File: src/rtl/eq_coeff_loader.sv
// eq_coeff_loader
// Loads biquad coefficient sets from a host word stream into a shadow bank.
// On commit, the whole shadow bank is copied into the active bank on the next
// sample boundary, so every stage switches coefficients on the same sample.
//
// Ports:
//   clk, rst_n    clock, asynchronous active-low reset
//   cfg_valid     host word valid
//   cfg_data      host word (header or coefficient)
//   cfg_ready     loader can accept a word (low only while waiting to apply)
//   sample_tick   one-cycle strobe at a filter-chain sample boundary
//   coeff_bus     active coefficients; stage s at [s*5*W +: 5*W], lowest word
//                 first: coeff_in_1, coeff_in_2, coeff_in_3, coeff_out_1, coeff_out_2
//   busy          FSM is not in IDLE
//   apply_done    one-cycle pulse after an active-bank update
//   err           sticky protocol error, cleared only by reset
//
// state      | meaning
// -----------+-----------------------------------------------------------
// IDLE       | waiting for a header word
// LOAD       | collecting 5 coefficient words for the latched stage
// SKIP       | discarding 5 words after a LOAD to an out-of-range stage
// WAIT_APPLY | commit pending; copy shadow to active on next sample_tick
module eq_coeff_loader #(
    parameter int                      DATA_BIT_NUM = 16,
    parameter int                      NUM_STAGES   = 5,
    parameter logic [DATA_BIT_NUM-1:0] UNITY        = 16'h4000
) (
    input  logic                               clk,
    input  logic                               rst_n,
    input  logic                               cfg_valid,
    input  logic [DATA_BIT_NUM-1:0]            cfg_data,
    output logic                               cfg_ready,
    input  logic                               sample_tick,
    output logic [NUM_STAGES*5*DATA_BIT_NUM-1:0] coeff_bus,
    output logic                               busy,
    output logic                               apply_done,
    output logic                               err
);

    localparam logic [1:0] IDLE       = 2'd0;
    localparam logic [1:0] LOAD       = 2'd1;
    localparam logic [1:0] SKIP       = 2'd2;
    localparam logic [1:0] WAIT_APPLY = 2'd3;

    localparam logic [3:0] SYNC_WORD = 4'hA;
    localparam logic [3:0] OP_LOAD   = 4'd1;
    localparam logic [3:0] OP_COMMIT = 4'd2;

    logic [1:0]              r_state;
    logic [2:0]              r_cnt;
    logic [3:0]              r_stage;
    logic                    r_apply_done;
    logic                    r_err;
    logic [DATA_BIT_NUM-1:0] r_staging [5];
    logic [DATA_BIT_NUM-1:0] r_shadow  [NUM_STAGES][5];
    logic [DATA_BIT_NUM-1:0] r_active  [NUM_STAGES][5];

    logic       w_accept;
    logic       w_sync_ok;
    logic [3:0] w_opcode;
    logic [3:0] w_index;
    logic       w_index_ok;
    logic       w_unused;

    assign cfg_ready  = (r_state != WAIT_APPLY);
    assign busy       = (r_state != IDLE);
    assign apply_done = r_apply_done;
    assign err        = r_err;

    assign w_accept   = cfg_valid && cfg_ready;
    assign w_sync_ok  = (cfg_data[15:12] == SYNC_WORD);
    assign w_opcode   = cfg_data[11:8];
    assign w_index    = cfg_data[3:0];
    assign w_index_ok = ({28'd0, w_index} < 32'(NUM_STAGES));
    // Reserved header bits carry no meaning.
    assign w_unused   = ^cfg_data[7:4];

    always_comb begin
        coeff_bus = '0;
        for (int s = 0; s < NUM_STAGES; s++) begin
            for (int k = 0; k < 5; k++) begin
                coeff_bus[(s*5+k)*DATA_BIT_NUM +: DATA_BIT_NUM] = r_active[s][k];
            end
        end
    end

    always_ff @(posedge clk or negedge rst_n) begin
        if (!rst_n) begin
            r_state      <= IDLE;
            r_cnt        <= '0;
            r_stage      <= '0;
            r_apply_done <= 1'b0;
            r_err        <= 1'b0;
            for (int k = 0; k < 5; k++) begin
                r_staging[k] <= '0;
            end
            for (int s = 0; s < NUM_STAGES; s++) begin
                for (int k = 0; k < 5; k++) begin
                    r_shadow[s][k] <= (k == 0) ? UNITY : '0;
                    r_active[s][k] <= (k == 0) ? UNITY : '0;
                end
            end
        end else begin
            r_apply_done <= 1'b0;
            case (r_state)
                IDLE: begin
                    if (w_accept) begin
                        if (!w_sync_ok) begin
                            r_err <= 1'b1;
                        end else if (w_opcode == OP_LOAD) begin
                            r_cnt <= '0;
                            if (w_index_ok) begin
                                r_stage <= w_index;
                                r_state <= LOAD;
                            end else begin
                                r_err   <= 1'b1;
                                r_state <= SKIP;
                            end
                        end else if (w_opcode == OP_COMMIT) begin
                            r_state <= WAIT_APPLY;
                        end else begin
                            r_err <= 1'b1;
                        end
                    end
                end
                LOAD: begin
                    if (w_accept) begin
                        r_staging[r_cnt] <= cfg_data;
                        if (r_cnt == 3'd4) begin
                            // Fifth word comes straight from the bus so the whole
                            // set lands in the shadow bank on this edge.
                            for (int s = 0; s < NUM_STAGES; s++) begin
                                if (r_stage == 4'(s)) begin
                                    for (int k = 0; k < 4; k++) begin
                                        r_shadow[s][k] <= r_staging[k];
                                    end
                                    r_shadow[s][4] <= cfg_data;
                                end
                            end
                            r_cnt   <= '0;
                            r_state <= IDLE;
                        end else begin
                            r_cnt <= r_cnt + 3'd1;
                        end
                    end
                end
                SKIP: begin
                    if (w_accept) begin
                        if (r_cnt == 3'd4) begin
                            r_cnt   <= '0;
                            r_state <= IDLE;
                        end else begin
                            r_cnt <= r_cnt + 3'd1;
                        end
                    end
                end
                WAIT_APPLY: begin
                    if (sample_tick) begin
                        for (int s = 0; s < NUM_STAGES; s++) begin
                            for (int k = 0; k < 5; k++) begin
                                r_active[s][k] <= r_shadow[s][k];
                            end
                        end
                        r_apply_done <= 1'b1;
                        r_state      <= IDLE;
                    end
                end
                default: r_state <= IDLE;
            endcase
        end
    end

endmodule

File: config.mk
export PLATFORM = sky130hd
export DESIGN_NAME = eq_coeff_loader
export DESIGN_NICKNAME = d
export VERILOG_FILES = /design/src/rtl/eq_coeff_loader.sv
export SDC_FILE = /design/constraint.sdc
export NUM_CORES = 1
export LEC_CHECK = 0
export ABC_AREA = 1
export BUFFER_PORTS_ARGS = -buffer_cell sky130_fd_sc_hd__buf_2
export CAP_MARGIN = 5
export CORE_MARGIN = 2
export CORE_UTILIZATION = 57
export CTS_CLUSTER_SIZE = 16
export DETAILED_ROUTE_END_ITERATION = 16
export HOLD_SLACK_MARGIN = 0.1
export MAX_ROUTING_LAYER = met4
export PLACE_DENSITY = 0.9
export SLEW_MARGIN = 20
export SYNTH_ARGS = -nofsm -noshare
export SYNTH_HDL_FRONTEND = slang
export SYNTH_SLANG_ARGS = --single-unit
File: constraint.sdc
create_clock -name clk -period 2.2 [get_ports clk]
set_input_delay 0.44 -clock clk [delete_from_list [all_inputs] [get_ports clk]]
set_output_delay 0.44 -clock clk [all_outputs]
set_load 0.1 [all_outputs]
==> results of run 1 <==
-- per-layer routing --
metal	global-route usage	vias to the layer above	routed length, um
li1	-	11373	-
met1	0.425	12764	35200
met2	0.498	1569	43800
met3	0.0605	311	8540
met4	0.148	0	4150
met5	-	-	0
-- metrics by stage --
stage,power (mW),utilization,setup WS [ns]
final,35.8,0.686,0.0214
after global routing,37.0,0.686,0.0109
after CTS,35.9,0.685,0.00812
after detailed placement,20.7,0.632,0.197
after global placement,20.7,0.632,0.295
after floorplan,19.0,-,0.257
-- timing repair --
item                       in CTS  in global routing
setup endpoints to repair       2                  3
gates resized for setup         7                  5
hold endpoints to repair       29                  0
hold buffers                    2                  0
gates cloned                    0                  1
-- layout by cell type (no fill, tap or decap), types with 2 or more instances in the layout --
cell type	n
nor3_1	2
o21ai_0	312
bufinv_16	7
dfrtp_1	865
buf_4	46
nand3_1	13
inv_1	98
nor3_4	2
buf_2	420
nand3_4	5
clkbuf_1	16
nand2_1	1702
a21oi_1	2
o21ai_2	10
clkbuf_16	89
dfstp_2	10
clkinv_2	11
clkinvlp_4	3
inv_6	3
nor2_2	3
ha_1	4
diode_2	4
dlygate4sd3_1	2
clkbuf_8	26
nor2_1	14
inv_2	4
o21ai_1	146
buf_12	35
-- cell families (layout without fill, tap and decap cells) --
family,after synthesis,after routing,synth area share
buffers and inverters,288,764,0.0413
flip-flops,875,875,0.677
AND/OR/NAND/NOR,1745,1745,0.205
XOR/XNOR,1,1,0.000271
other,0,4,0
AO/OA/AOI/OAI,470,470,0.0739
adder cells (fa/ha/maj),5,5,0.00193
-- sequential cells by signal, indices dropped and copies added, names as in the netlist --
signal,cells
coeff_bus,400
apply_done,1
r_cnt,3
err,1
r_staging,64
r_state,2
r_stage,4
r_shadow,400
-- critical path, cell delays in order, from the launching register on --
cell and delay, ns:
dfrtp_1 0.42, ha_1 0.29, nor2_2 0.19, inv_2 0.08, nor2_4 0.19, nand3_4 0.11, buf_12 0.25, o21ai_0 0.35
-- report_power, final --
part	total [mW]	switching (mW)	internal [mW]
Combinational	3.78	2.97	0.811
Sequential	16.8	0.245	16.6
Clock	15.2	6.18	9.04
-- how the worst min path moves through the flow --
stage | startpoint | end | slack [ns] | depth (start not counted)
6_report | cfg_data[1] | r_stage[1] | 0.13 | 3
3_5_place_dp | rst_n | r_shadow[123] | 0.44 | 1
4_1_cts | cfg_data[1] | r_stage[1] | 0.10 | 3
3_3_place_gp | rst_n | r_staging[45] | 0.44 | 1
5_1_grt | cfg_data[14] | r_staging[30] | 0.14 | 3
2_1_floorplan | rst_n | apply_done | 0.14 | 0
-- final cells by class --
type,instances,area [um2]
diodes,4,10.0
clock buffers,130,2620
clock inverters,25,330
fillers,3763,17700
inverters,103,394
multi-input cells,2221,9150
flip-flops and latches,875,21900
well taps,756,946
repair buffers,506,3240
==> results.md, run 1 <==
- Routed vias: 26017
- Final Critical Period: about 2.2 ns
- Worst Path Required: 2.71 ns
- Mean post-synth cell area: 9.56 um2
- WL per Instance: 19.9 um
- Hold_ws: 0.127 ns
- Die area: approximately 59000 um2
- Maximum clock rate: 459 MHz
- Status: finished, final reports clean
- GP Congestion: 0.868
- Die Y: 242 um
- Final non-filler cell total: ~4600
- Top post-synthesis cells by count: 1703 x nand2_1, 865 x dfrtp_1, 312 x o21ai_0
- Fin Clk Skew: approximately 0.015 ns
- Port Buf Inserts: about 420
- Design Area, Final: 38600 um2
- Post-Syn Area: 32300 um2
- Final setup viols: 0
- Setup crit end: r_shadow[209]
- CP Max Fanout: 120
- TritonCTS clock tree: yes
- Worst-Skew Late Latency: 0.63 ns
- Dpl hpwl: 55.8 mm
- Crit path kind: register to register
- R2R Path End: r_shadow[209]
- Worst R2R Path Depth: 7
- Top Ports: 424
- Flops & latches, synth: roughly 880
- Synth Flop Type: dfrtp_1
- Async S/R FF share, synth: 1.00
- Routed Antenna Nets: 0
- Synth Warn #: 0
- Dpl cell area: 35600 um2
- DR iter-0 viols: 2809
- Post-CTS Setup Inserts: 0
- Clk slew on worst S/H paths: approximately 0.06 ns
- Pre-Repair DR Iteration Count: 7
- Fin Setup TNS: 0 ns
- Max Cap Viol: 0
- Cell taking the most area after synthesis: dfrtp_1
- TritonCTS Buffers: 86
- Leakage power: 21.5 nW
- First-pass GRT wire length: 144 mm
- CP startpoint: r_state[0]
- Register area share after synthesis: 0.677
- Worst slew margin: 0.525
- Area grow syn2layout: 19.4%
- Initial Util: 0.575
- Final #Nets: ~3800
- Detailed Route WL: 91.7 mm
- Grt ovf: 0
- Startpoint types: register
- Clock Sinks: 875
- Final Max Slew Viols: 0
- Synthesized net count: about 3400
- Final Hold Vio Count: 0
- WP data arrival: around 2.7 ns
- Share of cells above drive strength 1: 0.177
- Largest net degree at the start of global routing: 147
- Worst-Margin Slew: 0.713 ns
- Unrepaired setup endpoints after global routing: false
- R2R setup slack: 0.02 ns
- H-tree levels: 3
- Pwr dens: ~930 nW/um2
- Synth top area cells: dfrtp_1 67%, nand2_1 20%, o21ai_0 4.8%, o21ai_1 2.3%, buf_2 1.2%
- Gr usage total: 0.324
- Cell Rows: 87
- Post-route clock period utilization: 0.990
- Maximum root-to-sink buffer count: 3
- Core ar.: 56300 um2
- Vias in the first global route: 25561
- Vias per inst: about 5.6
- Syn Inst Count: approximately 3400
- Yosys cell types: 26
- Die width: 242 um
- Antenna violations before repair: 5
- Most frequent cell after synthesis: nand2_1
- Top cell type's share of synthesized area: 0.669
- Root Buffer: clkbuf_16
- Drt drc: 0
- Hold Path Class: input pin to register
- Post-synth EDFFs: 0
- Inst Count DP: 4458
- Worst vdd ir: 0.539 mV
- Critical R2R Launch: r_state[0]
- Crit path capture type: register
No activity file was read; power rests on OpenSTA's default activity.
==> run 2, diff against run 1 <==
clock period = 2.03 ns   (was 2.2 ns; I/O delays follow)
==> results.md, run 2 (synthesized netlist as in run 1, its figures left out) <==
- Maximum clock rate: 498 MHz
- Gr usage total: 0.321
- Total design power: around 38 mW
- Worst-Skew Late Latency: 0.63 ns
- Status: finished, final reports clean
- Pwr dens: slightly below 1000 nW/um2
- Commonest non-fill, non-tap cell in the layout: nand2_1
- Most Crowded Layer GR: met2
- R2R setup slack: ~0.060 ns
- Clk slew on worst S/H paths: 0.07 ns
- Vias in the first global route: 25680
- Worst-Margin Slew: slightly above 0.6 ns
- Most frequent cells in the layout: 1700 x nand2_1, 865 x dfrtp_1, 418 x buf_2
- Met3 Use GR: 0.0648
- Die width: around 240 um
- Maximum root-to-sink buffer count: 3
- Dpl hpwl: 56.2 mm
- TritonCTS Buffers: 82
- Final Critical Period: ~2 ns
- Detailed Route WL: 92.1 mm
- Critical path's top delay family: flip-flops
- Final setup viols: 0
- Max Cap Viol: 0
- CP max stage cell: dfrtp_1
- Unrepaired setup endpoints after global routing: true
- Startpoint types: register
- Crit path cell chain: ha_2 -> buf_6 -> inv_4 -> buf_12
- Fin Clk Skew: between 0.02 and 0.025 ns
- Core ar.: 56300 um2
- Clock Sinks: a little under 900
- Largest net degree at the start of global routing: 101
- Pre-Repair DR Iteration Count: 6
- Final Max Slew Viols: 0
- Drt drc: 0
- Final core utilization: 0.686
- Initial Util: 0.575
- Area grow syn2layout: 19.4%
- Routed vias: ~26000
- Vias per inst: 5.63
- WL per Instance: 19.9 um
- Grt ovf: 0
- Antenna violations before repair: 5
- GP Congestion: around 0.84
- Port Buf Inserts: 423
- Final Hold Vio Count: 0
- Hold Path Class: input pin to register
- WP data arrival: 1.60 ns
- Crit path kind: register to output port
- Share of cells above drive strength 1: 0.176
- Routed Antenna Nets: 0
- DR iter-0 viols: 3161
- Worst Path Required: 1.62 ns
- Root Buffer: clkbuf_16
- Die Y: around 240 um
- Worst Path Buf+Inv: 3
- Leakage power: 21.5 nW
- Worst slew margin: 0.596
- Grt met2 use: 0.487
- Crit path capture type: output port
- TritonCTS clock tree: yes
- First-pass GRT wire length: 143 mm
- Top Ports: 424
- H-tree levels: 3
- Final #Nets: 3823
- CP Max Fanout: 3
- Met1 usage: 0.424
- Post-route clock period utilization: 0.989
- Worst vdd ir: 0.598 mV
- Largest stage delay on the critical path: roughly 0.40 ns
- Cell Rows: 87
- Die area: 58700 um2
==> run 2: changes by cell type in the layout (fill, tap and decap cells not counted), sizes merged <==
cell,delta
clkinvlp,+1
inv,-1
clkinv,+6
clkbuf,-15
dlygate4sd3,+7
==> run 2: routing by layer <==
metal,share of wire,vias to the layer above
li1,-,11366
met1,0.39,12849
met2,0.48,1528
met3,0.092,263
met4,0.045,0
met5,0,-
==> run 2: worst paths after layout <==
check                      cells after the start              to     startpoint
min                                            3      r_stage[2]    cfg_data[2]
min reg2reg                                    2  coeff_bus[254]  r_shadow[158]
max reg2reg                                    9    r_shadow[26]     r_state[1]
max                                            4       cfg_ready     r_state[1]
max in group asynchronous                      4  coeff_bus[169]          rst_n
min in group asynchronous                      2  coeff_bus[195]          rst_n
==> run 2: area by class of cell <==
cell class | count | area (um2)
inverters | 103 | 402
repair buffers | 515 | 3420
clock inverters | 31 | 352
fillers | 3807 | 17700
well taps | 756 | 946
flip-flops and latches | 875 | 21900
clock buffers | 113 | 2370
multi-input cells | 2221 | 9190
diodes | 4 | 10.0
==> run 2: repair_timing <==
| action | CTS | global route |
|---|---|---|
| setup endpoints to repair | 4 | 176 |
| hold buffers | 9 | 0 |
| resized for setup | 9 | 14 |
| cloned | 0 | 4 |
| setup buffers | 2 | 3 |
| endpoints found under the hold margin | 265 | 0 |
| pin swaps | 1 | 3 |
==> run 2: metrics by stage <==
step           setup TNS [ns]  hold WS (ns)  instance area (um2)  std cells  worst slack (ns)
6_report                    0         0.139                38600       4618            0.0220
5_1_grt               -0.0496         0.154                38600       4617           -0.0220
4_1_cts              -0.00434         0.107                38400       4607          -0.00434
3_5_place_dp                0         0.343                35600       4452            0.0829
3_3_place_gp                0         0.343                35600       4452             0.201
2_1_floorplan               0         0.110                32300       3384            0.0872
==> run 2: worst register-to-register path, cell delays in order, from the launching register on <==
cell     delay [ns]
dfrtp_1        0.40
ha_2           0.21
buf_4          0.14
nor2_4         0.13
inv_4          0.07
nor2_4         0.20
nand3_4        0.12
buf_12         0.22
nand2_1        0.27
o21ai_1        0.09
==> run 2: power by group <==
| part | switching [mW] | total, mW | leakage [nW] | internal (mW) |
|---|---|---|---|---|
| clock | 6.58 | 15.6 | 1.34 | 9.06 |
| combinational | 3.24 | 4.14 | 8.16 | 0.903 |
| sequential | 0.285 | 18.3 | 12.0 | 18.0 |
